File: src/rtl/alu_seq_unit.sv
// Handshaked sequential ALU: one-cycle ADD/SUB/AND, iterative shift-add MUL,
// registered result with a completed-response counter.
module alu_seq_unit #(
    parameter int WIDTH = 4,
    parameter int CNT_W = 8
) (
    input  logic               clk,
    input  logic               rst,
    input  logic               req_valid,
    output logic               req_ready,
    input  logic [WIDTH-1:0]   A,
    input  logic [WIDTH-1:0]   B,
    input  logic [1:0]         ctrl,
    output logic               resp_valid,
    input  logic               resp_ready,
    output logic [2*WIDTH-1:0] result,
    output logic               busy,
    output logic [CNT_W-1:0]   op_count
);

    localparam int RW = 2 * WIDTH;
    localparam int IW = (WIDTH > 1) ? $clog2(WIDTH) : 1;

    typedef enum logic [1:0] {
        IDLE,
        CALC,
        DONE
    } state_t;

    state_t          state;
    logic [WIDTH-1:0] a_q;
    logic [WIDTH-1:0] b_q;
    logic [1:0]       op_q;
    logic [RW-1:0]    acc;
    logic [RW-1:0]    mcand;
    logic [IW-1:0]    iter;
    logic [RW-1:0]    partial;

    // b_q doubles as the multiplier shift register during MUL
    assign partial    = acc + (b_q[0] ? mcand : '0);
    assign req_ready  = (state == IDLE) && !rst;
    assign resp_valid = (state == DONE);
    assign busy       = (state != IDLE);

    always_ff @(posedge clk or posedge rst) begin
        if (rst) begin
            state    <= IDLE;
            result   <= '0;
            op_count <= '0;
            a_q      <= '0;
            b_q      <= '0;
            op_q     <= '0;
            acc      <= '0;
            mcand    <= '0;
            iter     <= '0;
        end else begin
            unique case (state)
                IDLE: begin
                    if (req_valid) begin
                        a_q   <= A;
                        b_q   <= B;
                        op_q  <= ctrl;
                        acc   <= '0;
                        mcand <= RW'(A);
                        iter  <= '0;
                        state <= CALC;
                    end
                end
                CALC: begin
                    unique case (op_q)
                        2'b00: begin
                            result <= RW'(a_q) + RW'(b_q);
                            state  <= DONE;
                        end
                        2'b01: begin
                            result <= RW'(a_q) - RW'(b_q);
                            state  <= DONE;
                        end
                        2'b11: begin
                            result <= RW'(a_q & b_q);
                            state  <= DONE;
                        end
                        default: begin
                            acc   <= partial;
                            mcand <= mcand << 1;
                            b_q   <= b_q >> 1;
                            iter  <= iter + 1'b1;
                            if (iter == IW'(WIDTH - 1)) begin
                                result <= partial;
                                state  <= DONE;
                            end
                        end
                    endcase
                end
                DONE: begin
                    if (resp_ready) begin
                        op_count <= op_count + 1'b1;
                        state    <= IDLE;
                    end
                end
                default: state <= IDLE;
            endcase
        end
    end

endmodule

File: config.mk
export PLATFORM = sky130hd
export DESIGN_NAME = alu_seq_unit
export DESIGN_NICKNAME = d
export VERILOG_FILES = /design/src/rtl/alu_seq_unit.sv
export SDC_FILE = /design/constraint.sdc
export NUM_CORES = 1
export LEC_CHECK = 0
export CORE_MARGIN = 8
export CORE_UTILIZATION = 40
export CTS_BUF_LIST = sky130_fd_sc_hd__clkbuf_16
export CTS_CLUSTER_SIZE = 16
export DETAILED_ROUTE_END_ITERATION = 10
export PLACE_DENSITY = 0.68
export SLEW_MARGIN = 25
export SYNTH_ARGS = -nofsm -noshare
export SYNTH_HDL_FRONTEND = slang
export SYNTH_SLANG_ARGS = --single-unit
File: constraint.sdc
create_clock -name clk -period 3.3 [get_ports clk]
set_input_delay 0.99 -clock clk [delete_from_list [all_inputs] [get_ports clk]]
set_output_delay 0.99 -clock clk [all_outputs]
set_load 0.01 [all_outputs]
==> flow_metrics.py <==
metrics = {
    "critical_path": {
        "worstSetupStartpointType": "input port",
        "cp_max_fo": 2,
        "worstSetupPathType": "in2out",
        "end_kind": "output pin",
        "worstPathArrival_ns": 2.08,
        "cp.required_ns": 2.31,
    },
    "pwr": {
        "power_frac_seq_pct": 34.6,
        "power_frac_comb_pct": 48.7,
        "p_int_uw": 1750,
        "p_clk_share_pct": 16.7,
        "p_sw_share_pct": 39.8,
        "peakVddDrop_mv": 0.468,
        "power-per-cell-area_nw_per_um2": 930,
        "p_switching_uw": 1160,
        "leakagePower_uw": 0.00147,
    },
    "routing": {
        "routedWlPerCell_um": 15.0,
        "routed_wl_um": 5470,
        "via_count": 1923,
        "drtPass1Iterations": 4,
        "drt-initial-drc-count": 80,
        "ant_nets": 0,
        "vias_per_cell": 5.27,
        "drc_errors": 0,
    },
    "synth": {
        "synth_warnings": 0,
        "netlist_instances": 255,
        "async_flop_share_pct": 100,
        "yosys-top-cells-area": "dfrtp_1 (44%), ha_1 (8.2%), nand2_1 (4.9%)",
        "synth_common_cells": "dfrtp_1 (46), nand2_1 (34), o21ai_0 (22), ha_1 (17)",
        "ys_seq_area_share_pct": 44.4,
        "synthSimpleGateAreaFrac_pct": 14.1,
        "synthAdderAreaFrac_pct": 10.5,
        "synth.distinct_cells": 52,
        "synth_area_um2": 2590,
        "ys_ff_latch": 46,
        "synth_nets": 289,
        "synth_compound_area_share_pct": 16.8,
        "muxShareOfSynthArea_pct": 6.17,
        "synth_top_area_share_pct": 44.4,
        "syn_area_per_cell_um2": 10.2,
        "synth_xor_area_share_pct": 4.39,
        "synthFlopType": "dfrtp_1",
        "synth_top_family_by_area": "compound AO/OA/AOI/OAI gates",
        "yosysTopAreaCell": "dfrtp_1",
        "yosysMostFrequentCell": "dfrtp_1",
        "synth-edff-count": 0,
    },
    "global_route": {
        "grt_pass1_vias": 1913,
        "grtUsageMet2_pct": 18.7,
        "grt_first_pass_wirelength_um": 9110,
        "grt_max_degree": 47,
        "grt_use_met3_pct": 2.94,
        "gr-usage-met1_pct": 17.5,
        "grt-ovfl-total": 0,
        "grt_antenna_before_repair": 0,
        "top_usage_layer": "met2",
        "gr-usage-all-layers_pct": 12.6,
    },
    "floorplanning": {
        "dieWidth_um": 96.5,
        "dieHeight_um": 96.5,
        "start_util_pct": 41.1,
        "coreArea_um2": 6310,
        "io_pins": 33,
        "rows": 29,
        "dieArea_um2": 9320,
    },
    "cells_and_area": {
        "drive_above_1_share_pct": 10.4,
        "fin_nets": 322,
        "register_area_um2": 1150,
        "antenna_cells": 0,
        "fillers": 603,
        "multi_input_area_um2": 1350,
        "area_growth_pct": 20.7,
    },
    "timing": {
        "finalWorstSetupSlack_ns": 0.226,
        "whs_ns": 0.470,
        "setup_viol": 0,
        "slew_viol_final": 0,
        "worstMarginPinSlew_ns": 0.596,
        "period_needed_ns": 3.07,
        "period_share_pct": 93.1,
        "clock_skew_ns": 0.00543,
        "rsz0062_at_grt": "false",
        "fmax_mhz": 325,
        "final_hold_viol_count": 0,
        "finalSetupTns_ns": 0,
        "slew_headroom_pct": 60.3,
    },
    "worst_hold_path": {
        "hold_class": "reg2reg",
    },
    "flow_run": {
        "drv_cap": 0,
    },
    "clock_tree": {
        "cts_resized": 0,
        "insertion_delay_ns": 0.29,
        "cts_hold_buf": 0,
        "clockRootBuffer": "clkbuf_16",
        "cts_tree": "yes",
        "numClockSinks": 46,
        "cts.htree.levels": 2,
        "max-clock-path-buffers": 2,
        "numCtsBuffers": 5,
        "postCtsSetupRepairBufs": 0,
        "clkSlewWorstSetupHoldPaths_ns": 0.06,
    },
    "outcome": {
        "status": "complete, no violations",
    },
    "place": {
        "dp_hpwl_um": 4190,
        "port_buffers": 32,
        "gp_congestion": 0.830,
        "dp_slack_ns": 0.222,
    },
}
==> power groups by stage <==
stage               Clock [uW]  Sequential, uW  Combinational, uW
finish                     486            1010               1420
global route               521            1040               1590
global placement             0            1000               1400
CTS                        499            1010               1440
detailed placement           0            1010               1430
floorplan                    0             953               1020
==> layout make-up <==
cell class	count	share of cell area [%]
inverter	14	1.68
clock buffer	5	4.00
sequential	46	36.8
clock inverter	2	0.479
tap	77	3.08
multi-input combinational	186	43.1
timing repair buffer	35	10.9
==> routing by layer <==
metal / up-vias / share of wire (%)
li1: 953 / -
met1: 928 / 51
met2: 36 / 43
met3: 6 / 4.8
met4: 0 / 1.2
met5: - / 0
==> placed cells by master (no fill, tap or decap), types with 2 or more instances in the layout <==
master	synthesis	routed
mux2_2	6	6
nand3_1	2	2
o21bai_1	3	3
a31o_2	2	2
ha_1	17	17
o21ai_0	22	22
buf_4	1	3
fa_1	3	3
a22o_1	5	5
a21oi_1	5	5
and2_1	8	8
nand4_1	2	2
or2_2	2	2
o31ai_1	2	2
dfrtp_1	46	46
clkdlybuf4s50_1	0	32
inv_1	14	13
xnor2_1	6	6
o21ai_2	2	2
nand2_1	34	34
nand2b_1	4	4
nor2_1	14	14
clkinvlp_4	0	2
nor2b_1	3	3
xor2_1	7	7
mux2i_1	7	7
a211oi_1	2	2
a31oi_1	4	4
nor3_1	2	2
clkbuf_16	0	5
==> metrics by stage <==
stage / area (um2) / instances / total power [uW] / util (%)
after floorplan: 2590 / 255 / 1980 / -
after global placement: 2990 / 358 / 2400 / 47.4
after detailed placement: 2990 / 358 / 2450 / 47.4
after CTS: 3130 / 365 / 2950 / 49.6
after global routing: 3130 / 365 / 3160 / 49.6
final: 3130 / 365 / 2910 / 49.6
==> flip-flops by register name, indices dropped and copies added, names as in the netlist <==
register / count
state: 2
acc: 8
op_count: 8
result: 8
op_q: 2
b_q: 4
iter: 2
mcand: 8
a_q: 4
==> final timing paths <==
kind                                          from                      end  slack, ns  cells past startpoint
hold / removal             op_count[7]$_DFFE_PP0P_  op_count[7]$_DFFE_PP0P_       0.47                      1
setup / recovery                               rst                req_ready       0.23                      3
setup reg to reg                b_q[0]$_DFFE_PP0P_    result[7]$_DFFE_PP0P_       0.80                      7
min in group asynchronous                      rst       acc[7]$_DFFE_PP0P_       1.20                      3
hold reg to reg            op_count[7]$_DFFE_PP0P_  op_count[7]$_DFFE_PP0P_       0.47                      1
max in group asynchronous                      rst    result[3]$_DFFE_PP0P_       1.71                      3
==> cells by family (layout without fill, tap and decap cells) <==
logic type	Yosys count	count (layout)
AO/OA/AOI/OAI	62	62
adder cells (fa/ha/maj)	20	20
XOR/XNOR	13	13
flip-flops	46	46
AND/OR/NAND/NOR	77	77
buffers and inverters	23	56
multiplexers	14	14
==> critical path, stage by stage <==
cell and delay (ns):
clkdlybuf4s50_1 0.44, nor2_1 0.11, clkdlybuf4s50_1 0.54
Note: power is estimated with default switching activity, not from simulation.
